### src/rtl/issue_scoreboard.sv
// Issue-stage controller: holds one decoded instruction in a registered slot,
// tracks outstanding register writes in a pending scoreboard, and stalls
// decode on RAW/WAW hazards, slot backpressure or the in-flight write limit.
module issue_scoreboard #(
   parameter int MAX_INFLIGHT = 4,
   parameter int CNT_W        = 16,
   localparam int IW          = $clog2(MAX_INFLIGHT + 1)
) (
   input  logic             clk,
   input  logic             rst,
   input  logic             dec_valid,
   output logic             dec_ready,
   input  logic [4:0]       dec_rd,
   input  logic [4:0]       dec_rs1,
   input  logic [4:0]       dec_rs2,
   input  logic             dec_use_rs1,
   input  logic             dec_use_rs2,
   input  logic             dec_use_imm,
   input  logic             dec_wb_we,
   input  logic [3:0]       dec_alu_op,
   input  logic [31:0]      dec_imm,
   output logic             iss_valid,
   input  logic             iss_ready,
   output logic [4:0]       iss_rd,
   output logic [4:0]       iss_rs1,
   output logic [4:0]       iss_rs2,
   output logic             iss_use_rs1,
   output logic             iss_use_rs2,
   output logic             iss_use_imm,
   output logic             iss_wb_we,
   output logic [3:0]       iss_alu_op,
   output logic [31:0]      iss_imm,
   input  logic             wb_valid,
   input  logic [4:0]       wb_rd,
   output logic [IW-1:0]    inflight,
   output logic [CNT_W-1:0] stall_cycles,
   output logic             wb_err
);

   logic [31:0]   pend;
   logic [31:0]   wbmask;
   logic [31:0]   pend_eff;
   logic          wb_hit;
   logic          wb_miss;
   logic [IW-1:0] cnt_after;
   logic          hazard;
   logic          accept;
   logic          inc;

   // Hazard detection with same-cycle writeback bypass, plus the decode handshake
   always_comb begin
      wbmask = '0;
      if (wb_valid) begin
         wbmask[wb_rd] = 1'b1;
      end
      pend_eff  = pend & ~wbmask;
      wb_hit    = wb_valid && (wb_rd != 5'd0) && pend[wb_rd];
      wb_miss   = wb_valid && (wb_rd != 5'd0) && !pend[wb_rd];
      cnt_after = inflight - IW'(wb_hit);
      hazard    = 1'b0;
      if (dec_use_rs1 && pend_eff[dec_rs1]) begin
         hazard = 1'b1;
      end
      if (dec_use_rs2 && pend_eff[dec_rs2]) begin
         hazard = 1'b1;
      end
      if (dec_wb_we && (dec_rd != 5'd0) && pend_eff[dec_rd]) begin
         hazard = 1'b1;
      end
      if (dec_wb_we && (dec_rd != 5'd0) && (cnt_after == IW'(MAX_INFLIGHT))) begin
         hazard = 1'b1;
      end
      dec_ready = !rst && !hazard && (!iss_valid || iss_ready);
      accept    = dec_valid && dec_ready;
      inc       = accept && dec_wb_we && (dec_rd != 5'd0);
   end

   // Pending scoreboard: writeback clears first so a same-cycle set wins
   always_ff @(posedge clk) begin
      if (rst) begin
         pend <= '0;
      end else begin
         if (wb_hit) begin
            pend[wb_rd] <= 1'b0;
         end
         if (inc) begin
            pend[dec_rd] <= 1'b1;
         end
      end
   end

   // Outstanding write counter; simultaneous issue and retire cancel out
   always_ff @(posedge clk) begin
      if (rst) begin
         inflight <= '0;
      end else if (inc && !wb_hit) begin
         inflight <= inflight + IW'(1);
      end else if (!inc && wb_hit) begin
         inflight <= inflight - IW'(1);
      end
   end

   // Saturating count of cycles where decode offered an instruction but was stalled
   always_ff @(posedge clk) begin
      if (rst) begin
         stall_cycles <= '0;
      end else if (dec_valid && !dec_ready && (stall_cycles != {CNT_W{1'b1}})) begin
         stall_cycles <= stall_cycles + CNT_W'(1);
      end
   end

   // Sticky error for a writeback to a register that was never marked pending
   always_ff @(posedge clk) begin
      if (rst) begin
         wb_err <= 1'b0;
      end else if (wb_miss) begin
         wb_err <= 1'b1;
      end
   end

   // Issue slot: load on accept, drain when execute consumes it, otherwise hold
   always_ff @(posedge clk) begin
      if (rst) begin
         iss_valid   <= 1'b0;
         iss_rd      <= '0;
         iss_rs1     <= '0;
         iss_rs2     <= '0;
         iss_use_rs1 <= 1'b0;
         iss_use_rs2 <= 1'b0;
         iss_use_imm <= 1'b0;
         iss_wb_we   <= 1'b0;
         iss_alu_op  <= '0;
         iss_imm     <= '0;
      end else if (accept) begin
         iss_valid   <= 1'b1;
         iss_rd      <= dec_rd;
         iss_rs1     <= dec_rs1;
         iss_rs2     <= dec_rs2;
         iss_use_rs1 <= dec_use_rs1;
         iss_use_rs2 <= dec_use_rs2;
         iss_use_imm <= dec_use_imm;
         iss_wb_we   <= dec_wb_we;
         iss_alu_op  <= dec_alu_op;
         iss_imm     <= dec_imm;
      end else if (iss_ready && iss_valid) begin
         iss_valid <= 1'b0;
      end
   end

endmodule

### config.mk
export PLATFORM = sky130hd
export DESIGN_NAME = issue_scoreboard
export DESIGN_NICKNAME = d
export VERILOG_FILES = /design/src/rtl/issue_scoreboard.sv
export SDC_FILE = /design/constraint.sdc
export NUM_CORES = 1
export LEC_CHECK = 0
export ABC_AREA = 1
export BUFFER_PORTS_ARGS = -buffer_cell sky130_fd_sc_hd__buf_2
export CAP_MARGIN = 40
export CORE_MARGIN = 2
export CORE_UTILIZATION = 58
export CTS_CLUSTER_DIAMETER = 80
export DETAILED_ROUTE_END_ITERATION = 10
export PLACE_DENSITY = 0.86
export SYNTH_ARGS = -nofsm -noshare
export SYNTH_HDL_FRONTEND = slang
export SYNTH_SLANG_ARGS = --single-unit
### constraint.sdc
create_clock -name clk -period 9.9 [get_ports clk]
set_input_delay 0.495 -clock clk [delete_from_list [all_inputs] [get_ports clk]]
set_output_delay 0.495 -clock clk [all_outputs]
set_load 0.1 [all_outputs]
==> flow_metrics.env <==
export IMPL_p_int_mw=0.604
export IMPL_pin_count=142
export IMPL_vias=6715
export IMPL_final_common_cell="nand2_1"
export IMPL_yosys_register_bits=108
export IMPL_cpMaxStageDelayCell="a2111oi_0"
export IMPL_crit_family="compound AO/OA/AOI/OAI gates"
export IMPL_overflow=0
export IMPL_grt_pass1_wl_um=29100
export IMPL_max_slew_margin=0.434
export IMPL_cp_max_fo=17
export IMPL_yosys_top_cells_area="dfxtp_1 37%, nand3_1 12%, nand2_1 9.1%"
export IMPL_synth_area_um2=5880
export IMPL_grt_usage=0.322
export IMPL_yosysTopAreaCellShare=0.368
export IMPL_async_flop_share=0
export IMPL_maxSlewViolCount=0
export IMPL_ys_types=29
export IMPL_syn_to_final_growth_pct=14.9
export IMPL_vdd_drop_max_v=0.000119
export IMPL_arrival_ns=3.79
export IMPL_fin_skew_ns=0.0227
export IMPL_fin_crit_sh=0.432
export IMPL_p_total_mw=1.02
export IMPL_crit_type="in -> out"
export IMPL_first_global_vias=5854
export IMPL_setup_viol=0
export IMPL_grt_max_degree=101
export IMPL_clock_latency_ns=0.40
export IMPL_cp_required_ns=9.41
export IMPL_rsz0062_at_grt="false"
export IMPL_path_common_cell="nand2_1"
export IMPL_clkSinkCount=108
export IMPL_synth_area_leader_cell="dfxtp_1"
export IMPL_tritoncts="done"
export IMPL_via_per_inst=6.01
export IMPL_post_cts_resize_count=0
export IMPL_p_clk_frac=0.279
export IMPL_syn_area_per_cell_um2=6.69
export IMPL_core_area_um2=9820
export IMPL_cp_end_kind="output pin"
export IMPL_start_util=0.598
export IMPL_wirelength_um=18100
export IMPL_gp_congestion=1.00
export IMPL_synthCells=878
export IMPL_p_sw_frac=0.407
export IMPL_drc=0
export IMPL_synth_ff_type="dfxtp_1"
export IMPL_htreeDepth=3
export IMPL_multi_input_area_um2=3240
export IMPL_p_comb_frac=0.266
export IMPL_hold_buffers=0
export IMPL_status="complete, no violations"
export IMPL_drive_gt1_frac=0.173
export IMPL_clk_pin_slew_ns=0.13
export IMPL_drv_cap=0
export IMPL_cts_buffer_depth=2
export IMPL_wl_per_cell_um=16.2
export IMPL_antenna_found_initial=1
export IMPL_p_sw_mw=0.414
export IMPL_ant_nets=0
export IMPL_postPlaceCellArea_um2=6540
export IMPL_min_period_ns=4.28
export IMPL_p_leak_nw=2.93
export IMPL_max_freq_mhz=234
export IMPL_design_area_um2=6750
export IMPL_crit_path_max_incr_delay_ns=0.60
export IMPL_hold_class="in -> reg"
export IMPL_postCtsSetupBuffers=0
export IMPL_drt_initial_drc_count=813
export IMPL_report_final_hold_viol_count=0
export IMPL_die_w_um=105
export IMPL_layout_common_cells="143 x nand2_1, 141 x nand3_1, 141 x buf_2"
export IMPL_crit_chain="buf_2 > nor2_2 > a22oi_1 > a21oi_1 > a2111oi_0 > a21oi_1 > ha_1 > xor2_1 > nand3b_1 > nand2_1 > nand2_1 > nand2_1 > nor2_1 > nand2_1 > inv_1 > buf_2"
export IMPL_ff_latch_area_um2=2160
export IMPL_die_y_um=105
export IMPL_rows=36
export IMPL_synth_warnings=0
export IMPL_path_buf_inv=3
export IMPL_ys_seq_area_frac=0.368
export IMPL_worst_pin_slew_ns=0.849
export IMPL_dieArea_um2=11000
export IMPL_fillers=903
export IMPL_pwr_share_seq=0.454
export IMPL_numPortBuffers=141
export IMPL_final_setup_tns_ns=0
export IMPL_fin_nets=1047
export IMPL_synth_edff_count=0
export IMPL_place_hpwl_um=13000
export IMPL_syn_nets=947
export IMPL_startpoint_type="input port"
export IMPL_drt_first_pass_iters=6
export IMPL_cts_buffers=9
export IMPL_pwr_density_cell_nw_per_um2=151
export IMPL_clock_root_buffer="clkbuf_8"
## cells by family (layout without fill, tap and decap cells)
kind of cell               count (synthesis)  after routing  share of synthesized area
adders and majority gates                  4              4                    0.00979
DFF                                      108            108                      0.368
xor gates and xnor gates                  14             14                     0.0209
buffers and inverters                    112            217                     0.0813
and+or+nand+nor                          477            477                      0.369
other                                      0              1                          0
AOI/OAI and AO/OA                        163            163                      0.152
## power by group through the flow
stage	Sequential, mW	Clock [mW]	Combinational [mW]
4_1_cts	0.462	0.287	0.268
5_1_grt	0.464	0.304	0.285
6_report	0.462	0.284	0.271
3_3_place_gp	0.471	0	0.264
3_5_place_dp	0.471	0	0.268
2_1_floorplan	0.600	0	0.0862
## cells in the mapped netlist (all sizes together), types with 9 or more instances
library cell    n
dfxtp         108
a22oi          16
o211ai          9
xor2            9
buf            30
o21ai          61
nor3           14
nand2         143
nor2          116
nand4          55
nand3         142
inv            52
a21oi          73
clkbuf         27
## state kept, by name, summed over array words and instances (netlist names)
signal / cells
inflight: 3
iss_alu_op: 4
iss_imm: 32
iss_rd: 5
iss_rs1: 5
iss_rs2: 5
iss_use_imm: 1
iss_use_rs1: 1
iss_use_rs2: 1
iss_valid: 1
iss_wb_we: 1
pend: 32
stall_cycles: 16
wb_err: 1
## per-layer routing
metal	global-route usage	up-vias	part of all wire	wire, um
li1	-	3223	-	-
met1	0.453	3016	0.42	7550
met2	0.484	431	0.44	7950
met3	0.0749	45	0.12	2110
met4	0.113	0	0.025	449
met5	0	-	0	0
## tightest hold or removal path, stage by stage
cell	delay, ns
buf_2	0.08
nor2_1	0.03
nor2_1	0.08
## worst paths after layout
check,slack (ns),end,startpoint,cells past startpoint
setup reg to reg,5.75,iss_imm[17],pend[4],15
hold / removal,0.31,iss_imm[5],dec_imm[5],3
setup / recovery,5.62,dec_ready,wb_rd[1],16
hold reg to reg,0.46,wb_err,wb_err,2
## stage by stage
step	std cells	hold WS, ns	setup WS, ns	util
4_1_cts	1116	0.305	5.75	0.687
2_1_floorplan	878	0.442	5.95	-
3_3_place_gp	1097	0.432	5.53	0.662
6_report	1117	0.308	5.62	0.688
5_1_grt	1117	0.308	5.26	0.688
3_5_place_dp	1100	0.449	5.42	0.666
## final cells by class
class	count	share of cell area
multi-input cells	658	0.480
well taps	133	0.0246
repair buffers	146	0.112
diodes	1	0.000371
clock inverters	7	0.0132
flip-flops and latches	108	0.320
inverters	55	0.0306
clock buffers	9	0.0183
No activity file was read; power rests on OpenSTA's default activity.
